<file path="config.mk">
export PLATFORM = sky130hd
export DESIGN_NAME = muldiv_stall_controller
export DESIGN_NICKNAME = d
export VERILOG_FILES = /design/src/rtl/muldiv_stall_controller.sv
export SDC_FILE = /design/constraint.sdc
export NUM_CORES = 1
export LEC_CHECK = 0
export CORE_AREA = 4 4 61 63
export CTS_BUF_LIST = sky130_fd_sc_hd__clkbuf_16
export DETAILED_ROUTE_END_ITERATION = 16
export DIE_AREA = 0 0 65 67
export PLACE_DENSITY_LB_ADDON = 0.12
export SKIP_LAST_GASP = 1
export SYNTH_ARGS = -nofsm -noshare
export SYNTH_HDL_FRONTEND = slang
export SYNTH_SLANG_ARGS = --single-unit
</file>
<file path="constraint.sdc">
create_clock -name iCLK -period 2.4 [get_ports iCLK]
set_input_delay 0.48 -clock iCLK [delete_from_list [all_inputs] [get_ports iCLK]]
set_output_delay 0.48 -clock iCLK [all_outputs]
set_load 0.01 [all_outputs]
</file>
<file path="src/rtl/muldiv_stall_controller.sv">
// muldiv_stall_controller
// Sequencer for the multi-cycle MULT/MULTU/DIV/DIVU unit and its HI/LO pair.
// It launches the unit from EX, counts the unit latency, and pulses the HI/LO
// write enable when the result is ready. It stalls the front end only when
// the instruction in ID touches HI/LO while a result is still pending.
//
// Handshake note: there is no ready/back-pressure toward EX. A start seen in
// IDLE is always consumed in that same cycle: it launches the unit or, for a
// divide by zero, is dropped with a oDivZero pulse. A start seen in BUSY is
// ignored and flagged on the sticky oProtoErr, because the ID stall
// guarantees a well-formed pipeline never issues one.
//
// Cycle map for an accepted op of latency L:
//   cycle 0      : oMD_Start=1, still IDLE
//   cycles 1..L  : oBusy=1, cnt counts L-1 down to 0
//   cycle L      : cnt==0, oHiLoWrite=1
//   cycle L+1    : IDLE again, a new start may be accepted
// The FSM state is fully visible on oBusy (IDLE=0, BUSY=1).

module muldiv_stall_controller #(
  parameter int MULT_CYCLES = 4,
  parameter int DIV_CYCLES  = 32
) (
  input  logic        iCLK,
  input  logic        iRST,
  input  logic        iEX_MulDivStart,
  input  logic [1:0]  iEX_MulDivOp,
  input  logic        iEX_DivisorZero,
  input  logic        iID_UsesHiLo,
  output logic        oMD_Start,
  output logic [1:0]  oMD_Op,
  output logic        oHiLoWrite,
  output logic        oBusy,
  output logic        oBlockPC,
  output logic        oBlockIFID,
  output logic        oFlushControl,
  output logic        oDivZero,
  output logic        oProtoErr,
  output logic [15:0] oStallCycles
);

  // The counter only has to hold L-1 for the longer of the two latencies.
  localparam int MaxCycles = (MULT_CYCLES > DIV_CYCLES) ? MULT_CYCLES : DIV_CYCLES;
  localparam int CntW      = $clog2(MaxCycles);

  localparam logic [CntW-1:0] MultLoad = CntW'(MULT_CYCLES - 1);
  localparam logic [CntW-1:0] DivLoad  = CntW'(DIV_CYCLES - 1);
  localparam logic [CntW-1:0] CntOne   = CntW'(1);

  typedef enum logic {
    IDLE = 1'b0,
    BUSY = 1'b1
  } state_t;

  state_t          state;
  logic [CntW-1:0] cnt;

  // Decoded request terms for the current cycle.
  logic isDiv;
  logic divByZero;
  logic acceptStart;
  logic divZeroHit;
  logic lastCycle;
  logic stallReq;

  // Op bit 1 selects the divide family (DIV/DIVU).
  assign isDiv     = iEX_MulDivOp[1];
  assign divByZero = isDiv && iEX_DivisorZero;

  // Launch, divide-by-zero and write decisions. Reset wins over every other
  // input in the same cycle, so all three pulses are masked by iRST; this
  // also makes a reset in the final BUSY cycle abort without a HI/LO write.
  always_comb begin
    acceptStart = 1'b0;
    divZeroHit  = 1'b0;
    lastCycle   = 1'b0;
    if (!iRST) begin
      if (state == IDLE && iEX_MulDivStart) begin
        acceptStart = !divByZero;
        divZeroHit  = divByZero;
      end
      if (state == BUSY && cnt == '0) begin
        lastCycle = 1'b1;
      end
    end
  end

  // Stall the front end only for HI/LO consumers while a result is pending.
  // The launch cycle counts as pending so an MFLO right behind the mul/div
  // cannot slip into EX before the write. During a reset cycle the stall
  // follows the registered state; it drops once the reset has been taken.
  assign stallReq = iID_UsesHiLo && (state == BUSY || acceptStart);

  assign oMD_Start     = acceptStart;
  assign oDivZero      = divZeroHit;
  assign oHiLoWrite    = lastCycle;
  assign oBusy         = (state == BUSY);
  assign oBlockPC      = stallReq;
  assign oBlockIFID    = stallReq;
  assign oFlushControl = stallReq;

  // Sequencer FSM: launch, latency countdown, held op and protocol-error flag.
  always_ff @(posedge iCLK) begin
    if (iRST) begin
      state     <= IDLE;
      cnt       <= '0;
      oMD_Op    <= 2'b00;
      oProtoErr <= 1'b0;
    end else begin
      case (state)
        IDLE: begin
          if (acceptStart) begin
            oMD_Op <= iEX_MulDivOp;
            cnt    <= isDiv ? DivLoad : MultLoad;
            state  <= BUSY;
          end
        end
        BUSY: begin
          if (iEX_MulDivStart) begin
            oProtoErr <= 1'b1;
          end
          if (cnt == '0) begin
            state <= IDLE;
          end else begin
            cnt <= cnt - CntOne;
          end
        end
        default: begin
          state <= IDLE;
          cnt   <= '0;
        end
      endcase
    end
  end

  // Saturating count of cycles in which this block requested a stall.
  always_ff @(posedge iCLK) begin
    if (iRST) begin
      oStallCycles <= 16'd0;
    end else if (stallReq && oStallCycles != 16'hFFFF) begin
      oStallCycles <= oStallCycles + 16'd1;
    end
  end

endmodule

</file>
==> After elaboration in Yosys (flattened, before gate mapping) <==
Cells that the tools add are included.
{ "op_classes": {"magnitude_cmp": 0, "n_reduce_logical": 11, "mux": 13, "shifts": 0, "div": 0, "n_eq_ne": 3, "add_sub_neg": 2, "multipliers": 0, "bitwise": 1} }
{ "ops": {"columns": ["cell", "count"], "rows": [
  ["adder 16 x 1 -> 16 bit, second input constant", 1],
  ["inequality test 16 bit, second input constant", 1],
  ["two-way mux 5 bit", 3],
  ["case mux 5 bit (2 select lines)", 1],
  ["two-way mux 1 bit", 8],
  ["AND reduction 2 bit", 3],
  ["logical AND 1 bit", 5],
  ["logical NOT 5 bit", 1],
  ["subtractor 5 x 1 -> 5 bit, second input constant", 1],
  ["inequality test 2 bit, second input constant", 2],
  ["case mux 1 bit (2 select lines)", 1],
  ["logical NOT 1 bit", 1],
  ["logical OR 1 bit", 1],
  ["inverter 1 bit", 1]
]} }
{ "word_totals": {"latch_bits": 0, "reg_bits": 25, "mem_bits_rw": 0, "mem_count": 0, "word_cells": 35, "in_bits": 7, "romBits": 0} }

==> Depth between registers and ports, before layout <==
{ "depth": {"ltp_word": 7, "ltp_mapped": 6, "ltp_nobuf": 6} }

==> Worst setup path before layout <==
Ideal clock, no wire load.
{ "synth_timing": {"path_type": "input-to-reg", "start": "input port iEX_MulDivStart", "end": "register oStallCycles[15]", "n_path_buf": 1, "required_ps": 2277, "slack_ps": 316, "setup_time_ps": 123, "cell_stages": 6, "t_arrival_ps": 1961, "path_cell_list": "nor2b_1 a21oi_1 or4b_1 buf_2 nor4_1 mux2_1"} }
{ "synth_via": {"elab_chain_cells": 6} }
{ "synth_rtl": {"columns": ["element", "line_no", "rtl"], "rows": [
  ["start: declaration", "26", "input logic iEX_MulDivStart,"],
  ["logical AND 1 bit", "78", "if (state == IDLE && iEX_MulDivStart) begin"],
  ["two-way mux 1 bit", "78", null],
  ["two-way mux 1 bit", "77", "if (!iRST) begin"],
  ["logical OR 1 bit", "92", "assign stallReq = iID_UsesHiLo && (state == BUSY || acceptStart);"],
  ["logical AND 1 bit", "92", null],
  ["logical AND 1 bit", "140", "end else if (stallReq && oStallCycles != 16'hFFFF) begin"],
  ["end signal: assignment", "141", "oStallCycles <= oStallCycles + 16'd1;"],
  ["end: declaration", "39", "output logic [15:0] oStallCycles"]
]} }
Every way passes these cells.
A chain may end at the register's enable or synchronous reset.

==> Worst setup path after layout <==
{ "layout_timing": {"start": "input port iEX_DivisorZero", "end": "output port oBlockPC"} }
{ "layout_via": {"elab_chain_cells": 6} }
{ "layout_rtl": {"columns": ["element", "line_no", "rtl"], "rows": [
  ["start: declaration", "28", "input logic iEX_DivisorZero,"],
  ["logical AND 1 bit", "68", "assign divByZero = isDiv && iEX_DivisorZero;"],
  ["logical NOT 1 bit", "79", "acceptStart = !divByZero;"],
  ["two-way mux 1 bit", "78", null],
  ["two-way mux 1 bit", "77", null],
  ["logical OR 1 bit", "92", null],
  ["logical AND 1 bit", "92", null],
  ["end: declaration", "34", "output logic oBlockPC,"]
]} }
Every way passes these cells.

==> results.txt <==
The I/O pin count came out at 33. The detailed-routing iteration count for the pre-antenna-repair pass is 4. The CTS tree is yes. Power comes to 921.3 uW. The time the final worst path needs with I/O delays and setup is 2.309 ns. The number of enable-type register cells in the synthesized netlist came out at 0.

In this run the power density over the cells is 501.6 nW/um^2. The path class of the tightest hold or removal check is reg -> reg. The all-layer global routing usage came out at 15.52%. The largest driver fanout on the critical path came out at 4. The number of remaining DRC errors is 0. The number of antenna diodes in the final layout is 0. The Yosys step of the flow raised 0 warnings. The clock latency at the later pin of the worst-skew pair came out at 0.26 ns. The worst vdd rail ir drop came out at 230.9 uV. The number of maximum-capacitance violations is 0. The async set-reset flop share out of synthesis came out at 0%. The footprint of the flip-flops and latches came out at 500.5 sq um.

The DRC marker count from the first detailed-route iteration is 38. Once the floorplan was initialized, standard cells occupied 39.26% of the core. The maximum buffer depth of the clock tree is 2. Net switching is 22.49% of the power. The floorplan step defined a die boundary enclosing 4355 sq um. The power share of the sequential group came out at 47.8%. Using the TritonRoute via totals, the vias-per-cell ratio works out to 5.107.

The worst-case clock skew came out at 0.003329 ns. The combinational group share of total power came out at 13.0%. The via count of the first global-routing pass was 1276.

The flow ran to the end, and the final reports show no timing, DRC or antenna violations. The mean post-synth cell area is 8.458 sq um. The multi-input gate area in the final layout came out at 733.2 sq um.

The switching component of the power is 207.2 uW. The data required time at the worst endpoint is 1.92 ns. Entering global routing, the biggest net connects 17 pins. The overall overflow remaining after global route is 0. The count of nets after finishing came out at 206. The total number of vias came out at 1236. The die boundary width is 65 um.

The tree is rooted in a clkbuf_16. Traced cell by cell, the critical path runs through clkdlybuf4s50_1, nand2_1, a21oi_2, nor2b_2, buf_4, dlygate4sd2_1. The worst endpoint data arrival time came out at 1.83 ns.

The worst hold margin is 0.4716 ns. The clock net sink count is 25. Routability-driven placement finished with a final weighted congestion of 0.7412. Per report_power, the clock group accounts for 39.1% of the total. The critical path is of the in -> out type. The final cell utilization of the core came out at 56.83%. For this design, the slowest cell found on the critical path is clkdlybuf4s50_1. The final hold violation count was 0.

The number of CTS-inserted buffers is 3. The analysis attributes to cell leakage a power of 0.6529 nW. The final number of max-transition violations is 0.

The total of fill cells in the finished design came out at 302. The count of antenna-violating nets left after detailed routing is 0. The largest incremental delay on the critical path is 0.50 ns. Cell internal power was estimated by the tool at 714.1 uW.

The worst setup path is launched from an input port. The highest attainable clock frequency is 0.4330 GHz. The post-route netlist has 15.82% of its cells at a drive strength greater than 1. In the synthesized netlist the dominant register cell turns out to be dfxtp_1.

The total routed wirelength came out at 3.153 mm. Setup repair after global routing left no endpoint under its margin. The post-synthesis instance total is 150. The wire length of the first global-routing pass is 5.402 mm. The sequential-to-total area share from yosys stat is 39.45%. The synthesized design contains 25 register bits. The area of the placeable core is 3232 sq um. The synthesized netlist net count came out at 159. The number of buffers inserted by port buffering came out at 32. The worst setup path is captured at an output port.

The area added between synthesis and finish came out at 44.77%. At the pin with the least slew margin, the transition time is 0.4409 ns. The worst pin sits at a relative slew slack of 70.19%. The die extent in y came out at 67 um.

The final setup violation count came out at 0. The initial antenna violation count came out at 0. In the finished design, the share of the clock period the worst path needs comes to 96.23%. The placement row count is 21. The number of unique standard cell types used by synthesis came out at 39. The post-synthesis instance area is 1269 sq um.

The post-detailed-placement half-perimeter wirelength is 2.424 mm. The routed wire length per instance came out at 13.03 um. The CTS clock-pin slew for the worst setup and hold paths is 0.06 ns.

The count of H-tree levels built during CTS came out at 1.
## per-stage QoR
stage           TNS [ns]  instance area (sq um)  worst slack, ns  std cells
3_3_place_gp      -1.519                   1735          -0.2859        237
2_1_floorplan          0                   1269           0.3160        150
4_1_cts        -0.007641                   1827        -0.007641        242
5_1_grt                0                   1837          0.01709        242
6_report               0                   1837          0.09055        242
3_5_place_dp      -1.640                   1735          -0.3168        237
## worst paths after layout
| path | start | end | slack [ns] | cells after the start |
|---|---|---|---|---|
| worst max-delay path | iEX_DivisorZero | oBlockPC | 0.09 | 6 |
| worst min-delay path | oProtoErr$_SDFFE_PP0P_ | oProtoErr$_SDFFE_PP0P_ | 0.47 | 2 |
| worst max register to register | oStallCycles[0]$_SDFFE_PP0P_ | oStallCycles[13]$_SDFFE_PP0P_ | 0.34 | 5 |
| worst min register to register | oProtoErr$_SDFFE_PP0P_ | oProtoErr$_SDFFE_PP0P_ | 0.47 | 2 |
## power groups by stage
stage / Clock, mW / Sequential (mW) / Combinational (mW)
after global placement: 0 / 0.449 / 0.117
after detailed placement: 0 / 0.450 / 0.120
final: 0.360 / 0.441 / 0.120
after floorplan: 0 / 0.449 / 0.0599
after global routing: 0.380 / 0.443 / 0.134
after CTS: 0.371 / 0.440 / 0.119
## layout by cell type, fill, tap and decap left out, drive strengths merged, types with 3 or more instances in the layout
cell type      count
nand2              7
nor4               3
dfxtp             25
a21oi              8
nor4b              7
clkbuf             3
xnor2             10
clkdlybuf4s50     26
or4                3
nand4              4
nor3               4
o21ai              4
nor2              24
nor2b              5
inv                6
or2                4
nand3              4
o31ai              3
buf               18
dlygate4sd2        6
## cell type report
type | count | share of cell area [%]
multi-input combinational | 112 | 39.92
clock buffer | 3 | 4.087
sequential | 25 | 27.25
tap | 46 | 3.134
clock inverter | 1 | 0.2044
timing repair buffer | 50 | 24.39
inverter | 5 | 1.022
## state kept, by name (all words and copies together), names as in the netlist
register,flops
oBusy,1
oStallCycles,16
cnt,5
oMD_Op,2
oProtoErr,1
## cell families (layout without fill, tap and decap cells)
family | count (synthesis) | count (layout) | synth area share (%)
DFF | 25 | 25 | 39.45
muxes | 3 | 3 | 2.465
adders and majority gates | 2 | 2 | 1.972
AOI/OAI and AO/OA | 22 | 22 | 11.15
buffers and inverters | 13 | 59 | 4.535
and+or+nand+nor | 75 | 75 | 33.53
xor gates and xnor gates | 10 | 10 | 6.903
## what timing repair did
item                                    in CTS  in global routing
endpoints found under the setup margin       9                  5
setup buffers                                1                  0
hold endpoints to repair                     0                  0
cloned                                       0                  0
resized for setup                            9                  3
hold buffers                                 0                  0
pin swaps                                    0                  1
## routing by layer
layer / vias up / GRT usage (%) / wire length (um)
met5: - / 0 / 0
met1: 576 / 17.60 / 1464
met2: 25 / 28.35 / 1532
li1: 629 / - / -
met3: 6 / 2.024 / 91
met4: 0 / 7.652 / 63
## synth_stat cells, drive strengths merged, types with 2 or more instances
library cell  number  area, sq um
dfxtp             25        500.5
nor2              24        90.09
xnor2             10        87.58
a21oi              8        40.04
nand2              7        26.28
nor4b              7        61.31
inv                5        18.77
nor2b              5        31.28
buf                4        23.76
clkbuf             4        15.01
nand3              4        20.02
nand4              4        25.02
nor3               4        20.02
o21ai              4        20.02
or2                4        25.03
nor4               3        25.02
o31ai              3        22.52
or4                3        22.52
ha                 2        25.02
mux2i              2        20.02
nand2b             2        12.51
nor3b              2        15.01
nor4bb             2        20.02
## worst max-delay path: cells and delay by family
family / cells / cell delay [ns]
simple gates: 2 / 0.18
compound gates: 1 / 0.26
buf+inv: 3 / 0.91
(Power assumes the default switching activity.)
